### config.mk
export PLATFORM = sky130hd
export DESIGN_NAME = kernel_feeder
export DESIGN_NICKNAME = d
export VERILOG_FILES = /design/src/rtl/kernel_feeder.sv
export SDC_FILE = /design/constraint.sdc
export NUM_CORES = 1
export LEC_CHECK = 0
export ABC_AREA = 1
export CAP_MARGIN = 10
export CORE_UTILIZATION = 51
export DETAILED_ROUTE_END_ITERATION = 10
export PLACE_DENSITY_LB_ADDON = 0.12
export SETUP_SLACK_MARGIN = 0.4
export SYNTH_ARGS = -nofsm -noshare
export SYNTH_HDL_FRONTEND = slang
export SYNTH_SLANG_ARGS = --single-unit
### constraint.sdc
create_clock -name i_clk -period 19.6 [get_ports i_clk]
set_input_delay 3.92 -clock i_clk [delete_from_list [all_inputs] [get_ports i_clk]]
set_output_delay 3.92 -clock i_clk [all_outputs]
set_load 0.01 [all_outputs]
### src/rtl/kernel_feeder.sv
// kernel_feeder: upstream sequencer for the systolic kernel.
// Loads HEIGHT weight beats (plus bias), then streams i_num_cols input vectors
// through a diagonal skew (row r delayed r cycles), then drains zeros and pulses o_done.
//
// Ports:
//   i_clk, i_rst          clock, asynchronous active-high reset
//   i_start, i_num_cols   job start pulse (honoured in IDLE) and vector count
//   i_w_valid/o_w_ready   weight beat handshake; i_w_row, i_w_bias beat payload
//   i_d_valid/o_d_ready   data vector handshake; i_d_col vector payload
//   o_loading_weight      weight shift enable to the kernel; o_weight, o_bias
//   o_data, o_data_vld    skewed data and per-row valid to the kernel
//   o_busy, o_done        activity flag and end-of-job pulse
//   o_stall_cnt           only with FEEDER_STALL_CNT_EN: STREAM cycles without i_d_valid
//
// Optional feature macro: FEEDER_STALL_CNT_EN
module kernel_feeder #(
    parameter int unsigned WIDTH        = 5,
    parameter int unsigned HEIGHT       = 5,
    parameter int unsigned BITWIDTH     = 16,
    parameter int unsigned DRAIN_CYCLES = 10
) (
    input  logic                         i_clk,
    input  logic                         i_rst,
    input  logic                         i_start,
    input  logic [15:0]                  i_num_cols,
    input  logic                         i_w_valid,
    output logic                         o_w_ready,
    input  logic [WIDTH*BITWIDTH-1:0]    i_w_row,
    input  logic [BITWIDTH-1:0]          i_w_bias,
    input  logic                         i_d_valid,
    output logic                         o_d_ready,
    input  logic [HEIGHT*BITWIDTH-1:0]   i_d_col,
    output logic                         o_loading_weight,
    output logic [WIDTH*BITWIDTH-1:0]    o_weight,
    output logic [BITWIDTH-1:0]          o_bias,
    output logic [HEIGHT*BITWIDTH-1:0]   o_data,
    output logic [HEIGHT-1:0]            o_data_vld,
    output logic                         o_busy,
    output logic                         o_done
`ifdef FEEDER_STALL_CNT_EN
    ,
    output logic [15:0]                  o_stall_cnt
`endif
);

    localparam int unsigned CNT_W     = 16;
    localparam int unsigned DRAIN_LEN = HEIGHT - 1 + DRAIN_CYCLES;
    localparam logic [CNT_W-1:0] LAST_BEAT  = CNT_W'(HEIGHT - 1);
    localparam logic [CNT_W-1:0] LAST_DRAIN = CNT_W'(DRAIN_LEN - 1);

    typedef enum logic [1:0] {
        ST_IDLE,
        ST_LOAD_W,
        ST_STREAM,
        ST_DRAIN
    } state_e;

    state_e           state_q, state_d;
    logic [CNT_W-1:0] cnt_q, cnt_d;
    logic [15:0]      num_cols_q, num_cols_d;

    logic start_acc;
    logic w_acc;
    logic d_acc;

    assign start_acc = i_start & (state_q == ST_IDLE);
    assign w_acc     = i_w_valid & o_w_ready;
    assign d_acc     = i_d_valid & o_d_ready;

    // Next state; one shared counter tracks beats, vectors or drain cycles.
    always_comb begin
        state_d    = state_q;
        cnt_d      = cnt_q;
        num_cols_d = num_cols_q;
        case (state_q)
            ST_IDLE: begin
                if (start_acc) begin
                    state_d    = ST_LOAD_W;
                    cnt_d      = '0;
                    num_cols_d = i_num_cols;
                end
            end
            ST_LOAD_W: begin
                if (w_acc) begin
                    if (cnt_q == LAST_BEAT) begin
                        cnt_d   = '0;
                        state_d = (num_cols_q == 16'd0) ? ST_DRAIN : ST_STREAM;
                    end else begin
                        cnt_d = cnt_q + 16'd1;
                    end
                end
            end
            ST_STREAM: begin
                if (d_acc) begin
                    if (cnt_q + 16'd1 == num_cols_q) begin
                        cnt_d   = '0;
                        state_d = ST_DRAIN;
                    end else begin
                        cnt_d = cnt_q + 16'd1;
                    end
                end
            end
            ST_DRAIN: begin
                if (cnt_q == LAST_DRAIN) begin
                    cnt_d   = '0;
                    state_d = ST_IDLE;
                end else begin
                    cnt_d = cnt_q + 16'd1;
                end
            end
            default: state_d = ST_IDLE;
        endcase
    end

    // State, counters and registered control/weight outputs (derived from next state).
    always_ff @(posedge i_clk or posedge i_rst) begin
        if (i_rst) begin
            state_q          <= ST_IDLE;
            cnt_q            <= '0;
            num_cols_q       <= '0;
            o_w_ready        <= 1'b0;
            o_d_ready        <= 1'b0;
            o_busy           <= 1'b0;
            o_done           <= 1'b0;
            o_loading_weight <= 1'b0;
            o_weight         <= '0;
            o_bias           <= '0;
        end else begin
            state_q          <= state_d;
            cnt_q            <= cnt_d;
            num_cols_q       <= num_cols_d;
            o_w_ready        <= (state_d == ST_LOAD_W);
            o_d_ready        <= (state_d == ST_STREAM);
            o_busy           <= (state_d != ST_IDLE);
            o_done           <= (state_d == ST_DRAIN) && (cnt_d == LAST_DRAIN);
            o_loading_weight <= w_acc;
            if (w_acc) begin
                o_weight <= i_w_row;
                o_bias   <= i_w_bias;
            end
        end
    end

    // Diagonal skew: row r = r delay stages + one output register; zeros enter on bubbles.
    for (genvar r = 0; r < HEIGHT; r++) begin : g_row
        logic [BITWIDTH-1:0] in_data;
        logic [BITWIDTH-1:0] out_q;
        logic                out_vld_q;

        assign in_data = d_acc ? i_d_col[r*BITWIDTH +: BITWIDTH] : '0;

        if (r == 0) begin : g_direct
            always_ff @(posedge i_clk or posedge i_rst) begin
                if (i_rst) begin
                    out_q     <= '0;
                    out_vld_q <= 1'b0;
                end else begin
                    out_q     <= in_data;
                    out_vld_q <= d_acc;
                end
            end
        end else begin : g_chain
            logic [BITWIDTH-1:0] dly_q     [r];
            logic                dly_vld_q [r];

            always_ff @(posedge i_clk or posedge i_rst) begin
                if (i_rst) begin
                    for (int k = 0; k < r; k++) begin
                        dly_q[k]     <= '0;
                        dly_vld_q[k] <= 1'b0;
                    end
                    out_q     <= '0;
                    out_vld_q <= 1'b0;
                end else begin
                    dly_q[0]     <= in_data;
                    dly_vld_q[0] <= d_acc;
                    for (int k = 1; k < r; k++) begin
                        dly_q[k]     <= dly_q[k-1];
                        dly_vld_q[k] <= dly_vld_q[k-1];
                    end
                    out_q     <= dly_q[r-1];
                    out_vld_q <= dly_vld_q[r-1];
                end
            end
        end

        assign o_data[r*BITWIDTH +: BITWIDTH] = out_q;
        assign o_data_vld[r]                  = out_vld_q;
    end

`ifdef FEEDER_STALL_CNT_EN
    // Saturating count of STREAM cycles with no offered vector.
    always_ff @(posedge i_clk or posedge i_rst) begin
        if (i_rst) begin
            o_stall_cnt <= '0;
        end else if (start_acc) begin
            o_stall_cnt <= '0;
        end else if ((state_q == ST_STREAM) && !i_d_valid && (o_stall_cnt != 16'hFFFF)) begin
            o_stall_cnt <= o_stall_cnt + 16'd1;
        end
    end
`endif

endmodule

======== Yosys cells after proc, flatten, opt, wreduce, memory -nomap -nowiden ========
Cells that the tools add are included.
Widths: inputs -> output; s select.
storage, ports and cells
  register bits after elaboration ......... 380
  input bits .............................. 197
  output and inout bits ................... 186
  word-level logic and storage cells ...... 69
operators by class
  add/sub/neg operators ................... 1
  eq/ne operators ......................... 10
  muxes and demuxes ....................... 20
  bitwise operators ....................... 3
  reduce and logical (&&, ||, !) cells .... 5
operators with widths
  operator               number
  $mux 16                11
  $pmux 16 s4            1
  $eq 16x4->1 const B    2
  $add 16x1->16 const B  1
  $eq 16x16->1           1
  $eq 16x3->1 const B    1
  $logic_not 16->1       1
  $mux 2                 6
  $eq 2x2->1 const B     4
  $pmux 2 s4             1
  $eq 2x1->1 const B     2
  $and 1x1->1            3
  $logic_not 2->1        1
  $reduce_and 2->1       1
  $reduce_bool 2->1      1
  $logic_and 1x1->1      1
  $mux 1                 1

======== Longest topological paths before layout ========
Gate-level depths: netlist of the first run.
  depth in word-level cells ............... 7
  mapped depth ............................ 22
  mapped depth without buffers ............ 21

======== Least setup slack after synthesis of the first run ========
OpenSTA, ideal clock, no wires.
  path kind ............................... input -> register
  start ................................... in i_w_valid
  end ..................................... reg o_bias[10]
  setup time .............................. 0.066 ns
  arrival ................................. 5.412 ns
  data required time ...................... 19.534 ns
  path slack .............................. 14.122 ns
  stages on the path ...................... 8
  buffers on the path ..................... 4
  cell sequence ........................... nand2_1 -> inv_1 -> clkbuf_1 -> clkbuf_1 -> clkbuf_1 -> buf_1 -> nand2_1 -> nand2_1
between the ends
  word-level cells in the longest chain between the ends .. 1
RTL lines
  what                  RTL line  text
  from (decl)           26        input logic i_w_valid,
  $and 1x1->1           67        assign w_acc = i_w_valid & o_w_ready;
  to (signal assigned)  139       o_bias <= i_w_bias;
  to (decl)             35        output logic [BITWIDTH-1:0] o_bias,
No other way between the ends.
A chain may end at the register's enable or synchronous reset.

======== Final worst setup path of the first run ========
  start ................................... in i_d_valid
  end ..................................... reg o_done
between the ends
  word-level cells in the longest chain between the ends .. 5
  elaborated cells between the ends (all ways) .. 8
  classes of those cells .................. eq/ne (2); mux (4); bitwise (1); reduce/logical (1)
RTL lines
  what                  RTL line  text
  from (decl)           30        input logic i_d_valid,
  $and 1x1->1           68        assign d_acc = i_d_valid & o_d_ready;
  $mux 16               94        if (d_acc) begin
  $pmux 16 s4           75        case (state_q)
  net cnt_d[0]          59        logic [CNT_W-1:0] cnt_q, cnt_d;
  $eq 16x4->1           135       o_done <= (state_d == ST_DRAIN) && (cnt_d == LAST_DRAIN);
  $logic_and 1x1->1     135
  to (signal assigned)  135
  to (decl)             39        output logic o_done
The timed path passes the listed nets, and every way through them passes these cells.

==> results of run 1 <==
==> worst paths after layout <==
check | startpoint | end | slack (ns) | cells after the start
hold / removal | g_row[1].g_chain.dly_q[11] | g_row[1].out_q[11] | 0.34 | 0
setup reg to reg | cnt_q[0] | o_done | 16.43 | 19
min in group asynchronous | i_rst | g_row[3].g_chain.dly_q[34] | 4.01 | 2
setup / recovery | i_d_valid | o_done | 13.09 | 11
hold reg to reg | g_row[1].g_chain.dly_q[11] | g_row[1].out_q[11] | 0.34 | 0
max in group asynchronous | i_rst | g_row[4].g_chain.dly_q[61] | 13.88 | 3
==> metal layers <==
metal  routed length, um  vias up
met5                  41        -
met4                1250        6
met3                3180       86
met2               17600      448
met1               13100     4916
li1                    -     4798
==> cell usage after synthesis (all sizes together), types with 7 or more instances <==
library cell	n	area [um^2]
a21oi	50	250
buf	9	67.6
clkbuf	42	158
dfrtp	380	9510
inv	154	578
mux2	10	113
nand2	457	1730
nand3	26	143
nand3b	7	52.6
nand4	13	81.3
nor2	126	510
o211ai	13	97.6
o21ai	17	85.1
==> cell families after synthesis <==
| family | after synthesis |
|---|---|
| AND/OR/NAND/NOR | 636 |
| flip-flops | 380 |
| buffers and inverters | 206 |
| AO/OA/AOI/OAI | 89 |
| multiplexers | 10 |
| adder cells (fa/ha/maj) | 3 |
| XOR/XNOR | 2 |
==> report_power, final <==
group          switching, uW  internal, uW  total [uW]  leakage, uW
logic                   23.4          35.4        58.8      0.00393
clock network            296           425         722     0.000635
registers                  0           785         785      0.00525
total                    320          1250        1570      0.00982
==> worst max-delay path: cells and delay by family <==
family	cells	cell delay, ns
compound gates	1	0.18
buf+inv	3	2.06
simple gates	7	0.78
==> registers in the layout (all words and copies together) (netlist names), 2 cells and up <==
register                 flops
num_cols_q                  16
state_q                      2
g_row.g_chain.dly_vld_q      4
o_weight                    80
g_row.g_chain.dly_q        160
g_row.out_q                 80
cnt_q                       16
o_bias                      16
==> layout make-up <==
cell class	count	area, um^2
flip-flops and latches	380	9510
fillers	1898	7120
repair buffers	389	3880
multi-input cells	740	3260
clock buffers	52	1100
inverters	155	591
well taps	335	419
clock inverters	15	173
diodes	4	10.0
==> per-stage QoR <==
stage	setup slack [ns]	power, uW	cells	area [um^2]	hold slack [ns]
global route	12.84	1620	2068	18900	0.350
CTS	13.10	1590	2066	18900	0.347
finish	13.09	1570	2070	18900	0.343
detailed placement	12.53	859	1999	17700	0.335
floorplan	5.12	814	1326	13600	0.331
global placement	12.57	858	1999	17700	0.331
==> run summary, run 1 <==
Status: finished, final reports clean
Met3 track demand over resource: 7.01%
First-pass GRT wire length: 52800 um
Max VDD drop: 66.3 uV
GR Overflow Total: 0
Mux cell area share after synthesis: 0.831%
Post-CTS Resized: 0
Num CTS Buffers: 39
RSZ-0062 raised after global routing: false
Core area: 26100 um^2
Dpl hpwl: 24300 um
Critical Path Source Type: input port
Met2 Use GR: 42.9%
Die width: 165 um
Crit-path slowest cell: clkinv_1
Total number of vias: 10.3k
Hold/Removal Path Class: flip-flop to flip-flop
Fmax: 0.154 GHz
Setup TNS: 0 ns
GR Layer Usage met1: 32.0%
Clk sinks: 380
Largest net degree at the start of global routing: 156
Clk buf depth: 3
Post-synthesis register bit count: 380
H-tree depth: 2
P_leak: 0.00982 uW
GRT Util Overall: 25.8%
Mapped Nets: 1526
Critical Path Most Common Cell: nand2_1
Pins Over Slew Limit: 0
Post-synth ARST share: 100%
Critical Path, Cell by Cell: clkdlybuf4s50_1 -> nand2_4 -> buf_4 -> clkinv_1 -> nand2_1 -> nand2_1 -> a21oi_1 -> nand2_1 -> nor2_1 -> nand3_1 -> nor2_1
CTS tree: yes
Row count: 59
Post-CTS Setup Inserts: 0
Busiest layer in global routing: met2
Avg WL per Cell: 17.0 um
Synth Area in Simple Gates: 18.9%
Number of synthesized flops with an enable pin: 0
Final count of hold timing violations: 0
Initial Utilization: 52.0%
Required @ worst endpoint: 20.06 ns
DR pass1 iterations: 6
Clock skew: 0.0125 ns
Ys Warns: 0
I/O pin count: 383
Routability congestion estimate: 0.892
Clock-pin slew on the worst setup and hold paths: 0.06 ns
Register area share after synthesis: 70.1%
Kind of critical path: input port to flip-flop
DRC violations left: 0
Die area: 27200 um^2
Cts hold-fix bufs: 0
CP max stage delay: 0.88 ns
Syn_area_per_cell: 10.2 um^2
Port Buffers: 382
Post-layout minimum cycle time: 6.51 ns
Period utilization: 33.2%
Compound-Gate Fraction of Synth Area: 3.79%
Rel. slew slack: 24.0%
Die height: 165 um
Initial antenna violation count: 7
Setup violators final: 0
Finished Core Util: 72.7%
Max-cap viol count: 0
Netlist cell types: 34
Adder-Cell Fraction of Synth Area: 0.277%
Area Overhead vs Synth: 39.7%
Total wire length: 35200 um
Number of global-route vias before repair: 9804
Pwr Density: 82.6 nW/um^2
Crit path DAT: 6.97 ns
Top FF cell, synth: dfrtp_1
Crit Path Max Fanout: 97
Post-Syn Area: 13600 um^2
Commonest cells after routing, fill and taps aside: nand2_1, clkdlybuf4s50_1, dfrtp_1
Post-layout nets: 1905
ANT nets after route: 0
Share of cells above drive strength 1: 5.78%
Xor/xnor share of the synthesized area: 0.129%
Root Driver: clkbuf_16
Commonest non-fill, non-tap cell in the layout: nand2_1
Largest family of logic cells by synthesized area: simple AND/OR/NAND/NOR gates
Via-to-Cell Ratio: 4.95
DRT iter0 DRCs: 935
Setup crit end kind: flip-flop
Worst slew pin tran: 1.14 ns
Synth Instances: 1326
Clk_lat worst skew: 0.52 ns
(Power assumes the default switching activity.)
==> run 2: changes to the inputs <==
Settings changed: CORE_UTILIZATION 51 to 48.
Clock period 19.6 ns to 6.3 ns, I/O delays scaled along.
==> run 2 against run 1 <==
Against the previous run: worst hold slack lost 0.012 ns; die area grew 6.2%; register-to-register slack lost 13 ns; clock power grew to 3.2 times the previous value; critical path depth grew 4; cell count grew 2.2%; sequential power grew to 3.1 times the previous value; cell area grew 0.57%; global-route usage shrank 0.95 points; power grew to 3.1 times the previous value; wire length grew 1.7%; worst setup slack lost 10 ns; largest cell class unchanged; largest power group unchanged.
==> run summary, run 2 (synthesized netlist as in run 1, its figures left out) <==
Status: finished, final reports clean
Kind of critical path: input port to flip-flop
Number of global-route vias before repair: 9966
Final worst slack: 2.87 ns
Post-layout minimum cycle time: 3.43 ns
Crit path DAT: 3.89 ns
Max-cap viol count: 0
Commonest non-fill, non-tap cell in the layout: nand2_1
Avg WL per Cell: 16.9 um
Total wire length: 35800 um
Sequential Power Share: 49.6%
Place WS: 2.40 ns
Rel. slew slack: 19.6%
Initial Utilization: 48.8%
Post-CTS Resized: 0
Max reg flops: 160
DRT iter0 DRCs: 762
Fmax: 0.291 GHz
Root Driver: clkbuf_16
Clk_lat worst skew: 0.53 ns
Hold/Removal Path Class: flip-flop to flip-flop
Top reg by flops: g_row.g_chain.dly_q
First-pass GRT wire length: 54800 um
NetSw: 1000 uW
Area after DPL: 17700 um^2
Reg2reg setup slack: 3.10 ns
CTS tree: yes
Post-CTS Setup Inserts: 0
P_leak: 0.00984 uW
GRT Util Overall: 24.9%
H-tree depth: 2
Commonest cells after routing, fill and taps aside: nand2_1, clkdlybuf4s50_1, dfrtp_1
Clock-pin slew on the worst setup and hold paths: 0.06 ns
Pins Over Slew Limit: 0
Tot Pwr: 4920 uW
Largest registers: g_row.g_chain.dly_q: 160 flops, g_row.out_q: 80 flops, o_weight: 80 flops
Clock skew: 0.0150 ns
Clk pwr share: 46.6%
Die width: 170 um
Share of cells above drive strength 1: 5.82%
Setup violators final: 0
Largest net degree at the start of global routing: 190
GR Overflow Total: 0
Critical Path Source Type: input port
Cts hold-fix bufs: 0
Pwr Density: 258 nW/um^2
ANT nets after route: 0
Required @ worst endpoint: 6.76 ns
WHS Path Cells: 0
Crit Path Max Fanout: 25
Fin area: 19000 um^2
Clk buf depth: 3
Area Overhead vs Synth: 40.5%
Worst slew pin tran: 1.21 ns
Final hold slack: 0.332 ns
Post-layout nets: 1905
Clk sinks: 380
Routability congestion estimate: 0.905
DRC violations left: 0
RSZ-0062 raised after global routing: false
I/O pin count: 383
Multi-input logic area: 3260 um^2
Internal Power: 3920 uW
Fillers: 2169
Final count of hold timing violations: 0
Core area: 27800 um^2
Dpl hpwl: 24400 um
Reg2Reg Depth: 19
Via-to-Cell Ratio: 4.79
Switching share of power: 20.4%
Num CTS Buffers: 39
Die height: 170 um
Die area: 28900 um^2
Total number of vias: 10.1k
Row count: 61
Combinational share of power: 3.7%
Sequential Area: 9510 um^2
Port Buffers: 382
Setup crit end kind: flip-flop
Period utilization: 54.5%
Max VDD drop: 248 uV
DR pass1 iterations: 5
Initial antenna violation count: 3
## run 2: final timing paths
check	endpoint	startpoint
max	o_done	i_w_valid
min	g_row[4].g_chain.dly_q[19]	g_row[4].g_chain.dly_q[35]
max reg2reg	o_done	cnt_q[0]
min reg2reg	g_row[4].g_chain.dly_q[19]	g_row[4].g_chain.dly_q[35]
max in group asynchronous	cnt_q[7]	i_rst
min in group asynchronous	g_row[3].out_q[1]	i_rst
## run 2: cell type report
| class | instances | share of cell area [%] |
|---|---|---|
| well taps | 378 | 2.48 |
| inverters | 155 | 3.08 |
| clock buffers | 58 | 6.08 |
| repair buffers | 389 | 20.5 |
| diodes | 3 | 0.0394 |
| clock inverters | 13 | 0.815 |
| multi-input cells | 740 | 17.1 |
| flip-flops and latches | 380 | 49.9 |
## run 2: layer usage
metal  GRT usage, %  share of wire (%)
met1           31.0                 39
met2           41.4                 49
met3           6.81                8.4
met4           9.40                3.4
met5              0                  0
## run 2: worst max-delay path: stages
cell,delay (ns)
clkdlybuf4s50_1,0.50
nand2_4,0.06
clkinv_2,0.26
nand4_1,0.62
o211ai_1,0.32
nand2_1,0.08
nand2_1,0.06
o21ai_0,0.08
nor2_1,0.10
nand2_1,0.06
nand2_1,0.08
nand2_1,0.05
nor2_1,0.14
nand3_1,0.10
nor2_1,0.10
## run 2: power by group through the flow
stage	Sequential, uW	Clock, uW	Combinational [uW]
6_report	2440	2300	184
5_1_grt	2440	2450	206
4_1_cts	2440	2360	189
3_5_place_dp	2490	0	187
3_3_place_gp	2490	0	186
2_1_floorplan	2490	0	46.2
## run 2: through the flow
stage	TNS [ns]	std cells	utilization [%]
2_1_floorplan	-25.09	1326	-
3_3_place_gp	0	2042	63.8
3_5_place_dp	0	2042	63.8
4_1_cts	0	2113	68.5
5_1_grt	0	2114	68.5
6_report	0	2116	68.6
